$ cat src/rtl/imem_loader_if.sv
// Loader bus bundle: framed byte-stream handshake in, single-word memory write port out.
interface imem_loader_if #(
  parameter int unsigned ADDR_W = 8
) ();

  logic              in_valid;
  logic [7:0]        in_data;
  logic              in_ready;
  logic              mem_we;
  logic [ADDR_W-1:0] mem_addr;
  logic [15:0]       mem_wdata;

  // master: stream source and memory sink; slave: the loader itself
  modport master (
    output in_valid, in_data,
    input  in_ready, mem_we, mem_addr, mem_wdata
  );

  modport slave (
    input  in_valid, in_data,
    output in_ready, mem_we, mem_addr, mem_wdata
  );

endinterface

$ cat src/rtl/imem_loader.sv
// Program loader: parses SYNC/ADDR/COUNT/data/CHECKSUM byte frames into 16-bit memory writes.
// Optional inter-byte timeout enabled with `define LOADER_TIMEOUT_EN.
module imem_loader #(
  parameter int unsigned ADDR_W         = 8,
  parameter logic [7:0]  SYNC_BYTE      = 8'hA5,
  parameter int unsigned TIMEOUT_CYCLES = 1024
) (
  input  logic        clock,
  input  logic        reset_n,
  imem_loader_if.slave bus,
  input  logic        restart,
  output logic        cpu_hold,
  output logic        done,
  output logic        err,
  output logic [1:0]  err_code
);

  if (TIMEOUT_CYCLES == 0) begin : g_bad_timeout
    $error("imem_loader: TIMEOUT_CYCLES must be non-zero");
  end

  typedef enum logic [2:0] {
    S_IDLE,
    S_ADDR,
    S_COUNT,
    S_HI,
    S_LO,
    S_CKSUM,
    S_DONE,
    S_ERROR
  } state_e;

  localparam logic [1:0] ERR_NONE    = 2'b00;
  localparam logic [1:0] ERR_CKSUM   = 2'b01;
  localparam logic [1:0] ERR_TIMEOUT = 2'b10;

  state_e            state_q;
  logic              in_ready_q;
  logic              mem_we_q;
  logic [ADDR_W-1:0] mem_addr_q;
  logic [15:0]       mem_wdata_q;
  logic              cpu_hold_q;
  logic              done_q;
  logic              err_q;
  logic [1:0]        err_code_q;
  logic [ADDR_W-1:0] ptr_q;
  logic [7:0]        cnt_q;
  logic [7:0]        hi_q;
  logic [7:0]        sum_q;

  logic accept_c;
  assign accept_c = bus.in_valid && in_ready_q;

`ifdef LOADER_TIMEOUT_EN
  localparam int unsigned TMR_W = $clog2(TIMEOUT_CYCLES + 1);

  logic [TMR_W-1:0] timer_q;
  logic             active_c;
  logic             expire_c;

  // Timer only runs while a frame is in flight and no byte arrives
  assign active_c = (state_q inside {S_ADDR, S_COUNT, S_HI, S_LO, S_CKSUM});
  assign expire_c = active_c && !accept_c && (timer_q == TMR_W'(TIMEOUT_CYCLES - 1));
`endif

  always_ff @(posedge clock or negedge reset_n) begin
    if (!reset_n) begin
      state_q     <= S_IDLE;
      in_ready_q  <= 1'b0;
      mem_we_q    <= 1'b0;
      mem_addr_q  <= '0;
      mem_wdata_q <= '0;
      cpu_hold_q  <= 1'b1;
      done_q      <= 1'b0;
      err_q       <= 1'b0;
      err_code_q  <= ERR_NONE;
      ptr_q       <= '0;
      cnt_q       <= '0;
      hi_q        <= '0;
      sum_q       <= '0;
`ifdef LOADER_TIMEOUT_EN
      timer_q     <= '0;
`endif
    end else begin
      mem_we_q <= 1'b0;
`ifdef LOADER_TIMEOUT_EN
      // Every transition happens on an accepted byte, so this also clears on state entry
      if (accept_c || !active_c) begin
        timer_q <= '0;
      end else begin
        timer_q <= timer_q + TMR_W'(1);
      end
`endif
      case (state_q)
        S_IDLE: begin
          in_ready_q <= 1'b1;
          if (accept_c && (bus.in_data == SYNC_BYTE)) begin
            state_q <= S_ADDR;
          end
        end
        S_ADDR: begin
          if (accept_c) begin
            ptr_q   <= ADDR_W'(bus.in_data);
            sum_q   <= bus.in_data;
            state_q <= S_COUNT;
          end
        end
        S_COUNT: begin
          if (accept_c) begin
            cnt_q   <= bus.in_data;
            sum_q   <= sum_q + bus.in_data;
            state_q <= (bus.in_data == 8'd0) ? S_CKSUM : S_HI;
          end
        end
        S_HI: begin
          if (accept_c) begin
            hi_q    <= bus.in_data;
            sum_q   <= sum_q + bus.in_data;
            state_q <= S_LO;
          end
        end
        S_LO: begin
          if (accept_c) begin
            sum_q       <= sum_q + bus.in_data;
            mem_we_q    <= 1'b1;
            mem_addr_q  <= ptr_q;
            mem_wdata_q <= {hi_q, bus.in_data};
            ptr_q       <= ptr_q + ADDR_W'(1);
            cnt_q       <= cnt_q - 8'd1;
            state_q     <= (cnt_q == 8'd1) ? S_CKSUM : S_HI;
          end
        end
        S_CKSUM: begin
          if (accept_c) begin
            in_ready_q <= 1'b0;
            if (bus.in_data == sum_q) begin
              state_q    <= S_DONE;
              done_q     <= 1'b1;
              cpu_hold_q <= 1'b0;
            end else begin
              state_q    <= S_ERROR;
              err_q      <= 1'b1;
              err_code_q <= ERR_CKSUM;
            end
          end
        end
        S_DONE, S_ERROR: begin
          if (restart) begin
            state_q    <= S_IDLE;
            in_ready_q <= 1'b1;
            done_q     <= 1'b0;
            err_q      <= 1'b0;
            err_code_q <= ERR_NONE;
            cpu_hold_q <= 1'b1;
          end
        end
        default: begin
          state_q <= S_IDLE;
        end
      endcase
`ifdef LOADER_TIMEOUT_EN
      if (expire_c) begin
        state_q    <= S_ERROR;
        in_ready_q <= 1'b0;
        err_q      <= 1'b1;
        err_code_q <= ERR_TIMEOUT;
      end
`endif
    end
  end

  assign bus.in_ready  = in_ready_q;
  assign bus.mem_we    = mem_we_q;
  assign bus.mem_addr  = mem_addr_q;
  assign bus.mem_wdata = mem_wdata_q;
  assign cpu_hold      = cpu_hold_q;
  assign done          = done_q;
  assign err           = err_q;
  assign err_code      = err_code_q;

endmodule
$ cat src/flat_wrapper.sv
// flat-port wrapper written by rule: the top's interface ports become plain ports
module imem_loader_flat 
#(
  parameter int unsigned ADDR_W         = 8,
  parameter logic [7:0]  SYNC_BYTE      = 8'hA5,
  parameter int unsigned TIMEOUT_CYCLES = 1024
)
  (clock, reset_n, restart, cpu_hold, done, err, err_code, bus_in_valid, bus_in_data, bus_in_ready, bus_mem_we, bus_mem_addr, bus_mem_wdata);
  imem_loader_if #(.ADDR_W(ADDR_W)) bus_i ();
  input  logic clock;
  input  logic reset_n;
  input  logic restart;
  output logic cpu_hold;
  output logic done;
  output logic err;
  output logic [1:0] err_code;
  input wire logic [$bits(bus_i.in_valid)-1:0] bus_in_valid;
  input wire logic [$bits(bus_i.in_data)-1:0] bus_in_data;
  output wire logic [$bits(bus_i.in_ready)-1:0] bus_in_ready;
  output wire logic [$bits(bus_i.mem_we)-1:0] bus_mem_we;
  output wire logic [$bits(bus_i.mem_addr)-1:0] bus_mem_addr;
  output wire logic [$bits(bus_i.mem_wdata)-1:0] bus_mem_wdata;
  assign bus_i.in_valid = bus_in_valid;
  assign bus_i.in_data = bus_in_data;
  assign bus_in_ready = bus_i.in_ready;
  assign bus_mem_we = bus_i.mem_we;
  assign bus_mem_addr = bus_i.mem_addr;
  assign bus_mem_wdata = bus_i.mem_wdata;
  imem_loader #(.ADDR_W(ADDR_W), .SYNC_BYTE(SYNC_BYTE), .TIMEOUT_CYCLES(TIMEOUT_CYCLES)) u_core (.clock(clock), .reset_n(reset_n), .bus(bus_i), .restart(restart), .cpu_hold(cpu_hold), .done(done), .err(err), .err_code(err_code));
endmodule
$ cat config.mk
export PLATFORM = sky130hd
export DESIGN_NAME = imem_loader_flat
export DESIGN_NICKNAME = d
export VERILOG_FILES = /design/src/rtl/imem_loader_if.sv /design/src/rtl/imem_loader.sv /design/src/flat_wrapper.sv
export SDC_FILE = /design/constraint.sdc
export NUM_CORES = 1
export LEC_CHECK = 0
export BUFFER_PORTS_ARGS = -buffer_cell sky130_fd_sc_hd__clkbuf_2
export CORE_MARGIN = 4
export CORE_UTILIZATION = 58
export CTS_BUF_LIST = sky130_fd_sc_hd__clkbuf_16
export CTS_CLUSTER_SIZE = 14
export DETAILED_ROUTE_END_ITERATION = 10
export PLACE_DENSITY = 0.8
export SLEW_MARGIN = 20
export SYNTH_ARGS = -nofsm -noshare
export SYNTH_HDL_FRONTEND = slang
export SYNTH_SLANG_ARGS = --single-unit
export TNS_END_PERCENT = 5
$ cat constraint.sdc
create_clock -name clock -period 2.5 [get_ports clock]
set_input_delay 0.125 -clock clock [delete_from_list [all_inputs] [get_ports clock]]
set_output_delay 0.125 -clock clock [all_outputs]
set_load 0.1 [all_outputs]
==> reports/results.tsv <==
stage	metric	value	unit
worst_setup_path	end_kind	flop	
placed_design	globalplace.congestion	0.852	
min_path	holdCritPathClass	in -> reg	
timing	drv_slew	0	
finish	final_util	71.3	%
placed_design	port_buffers	41	
placed_design	place_hpwl	5320	um
timing	setup_viol	0	
timing	relSlewSlack	44.0	%
clock_network	htree_num_levels	3	
drt	wl_met3	560	um
clock_network	cts_setup_buffers	0	
worst_setup_path	required	2.75	ns
global_routing	grt_antenna_before_repair	0	
drt	first_pass_iters	4	
logic_synthesis	synth_cells	335	
floorplan	coreArea	5570	um2
logic_synthesis	syn_area	3370	um2
floorplan	initial_core_util	60.5	%
clock_network	clock-root-buffer	clkbuf_16	
floorplan	ios	43	
clock_network	cts-resized-gates	0	
drt	top_layer	met4	
floorplan	rows	27	
timing	fin_crit_sh	83.4	%
floorplan	die_y	84.3	um
clock_network	numCtsBuffers	9	
global_routing	grt_max_degree	34	
drt	met2_length	3810	um
drt	ant_nets	0	
finish	multiInputGateArea	1640	um2
worst_setup_path	crit_type	reg -> reg	
status	status	completed	
drt	drt-vias-per-instance	6.17	
timing	fin_crit	2.08	ns
clock_network	clk_path_buf_depth	2	
drt	drt-wirelength-per-cell	17.7	um
drt	drtIter0Drc	286	
finish	nNetsFinal	400	
timing	hold_viol	0	
global_routing	grt_usage	24.1	%
logic_synthesis	ys_types	52	
placed_design	dp_cells	437	
finish	seqCellArea	1600	um2
logic_synthesis	synthArstFlopShare	100	%
logic_synthesis	yosysSeqAreaShare	47.5	%
finish	layout-drive-gt1-share	27.2	%
finish	fin_cells	454	
logic_synthesis	synth-seq-cells	64	
clock_network	cts_tree	built	
logic_synthesis	syn_area_per_cell	10.1	um2
run	maxCapViolations	0	
logic_synthesis	synth_nets	358	
timing	finClkSkew	0.00492	ns
worst_setup_path	reg2reg_slack	0.42	ns
logic_synthesis	synthFlopType	dfrtp_1	
global_routing	grt_pass1_vias	2728	
global_routing	grt_pass1_wl	13600	um
floorplan	die_w	84.3	um
timing	worst_slew_pin_slew	0.840	ns
timing	rsz0062_at_grt	no	
logic_synthesis	ys.warnings.count	0	
logic_synthesis	synth_edf_count	0	
timing	setup_tns	0	ns
drt	detail_route.wirelength	8040	um
worst_setup_path	critPathArrivalTime	2.33	ns
floorplan	die_area	7100	um2
clock_network	cts.sinks	64	
global_routing	overflow	0	
worst_setup_path	crit_fanout	5	
drt	met1_length	3480	um
drt	drc	0	
clock_network	clock_latency	0.33	ns
timing	fmax	0.480	GHz
finish	area_growth	17.7	%
finish	fillers	389	
worst_setup_path	start_kind	flop	
drt	num_vias	2800	
finish	antennaDiodeCount	0	
clock_network	path_clk_slew	0.06	ns
## registers in the layout (all words and copies together), names as in the netlist
| signal | cells |
|---|---|
| u_core.state_q | 3 |
| u_core.cpu_hold | 1 |
| u_core.bus.mem_we | 1 |
| u_core.bus.mem_addr | 8 |
| u_core.cnt_q | 8 |
| u_core.sum_q | 8 |
| u_core.ptr_q | 8 |
| u_core.bus.mem_wdata | 16 |
| u_core.hi_q | 8 |
| u_core.err_code | 1 |
| u_core.bus.in_ready | 1 |
| u_core.done | 1 |
## worst max-delay path, cell delays in order, from the launching register on
cell      delay, ns
dfrtp_1        0.38
ha_1           0.34
o211ai_1       0.24
o21ai_0        0.19
a31oi_1        0.33
mux2_2         0.37
a32oi_1        0.16
## repair_timing
| item | 4_1_cts | 5_1_grt |
|---|---|---|
| hold endpoints to repair | 30 | 0 |
| setup endpoints to repair | 0 | 0 |
| hold buffers | 1 | 0 |
## cells by family (layout without fill, tap and decap cells)
family          Yosys count  in the layout  synth area share, %
other cells               1              1                0.111
flops                    64             64                 47.5
simple gates            100            100                 14.1
compound gates           89             89                 16.9
mux                      36             36                 11.9
xor+xnor                  5              5                 1.30
fa+ha+maj                11             11                 4.30
buf+inv                  29             76                 3.82
## per-layer routing
| layer | GRT usage (%) | vias up |
|---|---|---|
| li1 | - | 1303 |
| met1 | 31.3 | 1368 |
| met2 | 38.5 | 106 |
| met3 | 7.16 | 23 |
| met4 | 8.33 | 0 |
| met5 | 0 | - |
## synthesized netlist by cell type, types with 2 or more instances
cell	n	area, um2
a211oi_1	3	22.5
a21boi_0	2	15.0
a21o_1	3	22.5
a21oi_1	22	110
a2bb2oi_1	2	17.5
a31oi_1	10	62.6
a32oi_1	2	17.5
and3_1	3	18.8
buf_2	7	35.0
buf_4	3	22.5
clkbuf_1	11	41.3
dfrtp_1	63	1580
ha_1	10	125
inv_1	8	30.0
mux2_2	33	372
mux2i_1	2	20.0
nand2_1	21	78.8
nand3_1	11	55.1
nor2_1	36	135
nor2b_1	3	18.8
nor3_1	9	45.0
nor4_1	4	25.0
o211ai_1	3	22.5
o21a_1	2	15.0
o21ai_0	22	110
o22a_1	4	35.0
o22ai_1	2	12.5
o31ai_1	2	15.0
o32ai_1	2	17.5
or3_1	3	18.8
or4_1	3	22.5
xnor2_1	4	35.0
## per-stage QoR
| stage | hold slack, ns | setup WS, ns | area [um2] |
|---|---|---|---|
| CTS | 0.142 | 0.417 | 3970 |
| global placement | 0.260 | 0.597 | 3660 |
| floorplan | -0.171 | 0.0163 | 3370 |
| detailed placement | 0.259 | 0.523 | 3660 |
| global route | 0.177 | 0.328 | 3970 |
| finish | 0.140 | 0.415 | 3970 |
## area by class of cell
cell class,instances,area share [%]
clock buffer,9,5.67
inverter,8,0.756
timing repair buffer,52,7.62
multi-input combinational,242,41.4
sequential,64,40.3
tap,72,2.27
clock inverter,7,1.98
## final timing paths
kind / startpoint / to / cells past startpoint
setup reg to reg: u_core.sum_q[2] / u_core.sum_q[7] / 6
max in group asynchronous: reset_n / u_core.bus.mem_wdata[8] / 3
setup / recovery: u_core.sum_q[2] / u_core.sum_q[7] / 6
hold reg to reg: u_core.bus.mem_wdata[5] / u_core.bus.mem_wdata[5] / 1
min in group asynchronous: reset_n / u_core.state_q[0] / 2
hold / removal: restart / u_core.bus.in_ready / 3
## layout by cell type, fill, tap and decap left out, types with 4 or more instances in the layout
| master | count |
|---|---|
| a31oi_1 | 10 |
| clkbuf_16 | 9 |
| o22a_1 | 4 |
| ha_1 | 10 |
| nand2_1 | 21 |
| a21oi_1 | 22 |
| xnor2_1 | 4 |
| dfrtp_1 | 63 |
| o21ai_0 | 22 |
| clkbuf_2 | 41 |
| nor3_1 | 9 |
| nor4_1 | 4 |
| inv_1 | 8 |
| buf_4 | 9 |
| mux2_2 | 33 |
| nand3_1 | 11 |
| nor2_1 | 36 |
Power is left out: the tool's default activity adds up to more than one toggle a clock period on the data nets, which glitch-free logic cannot reach.
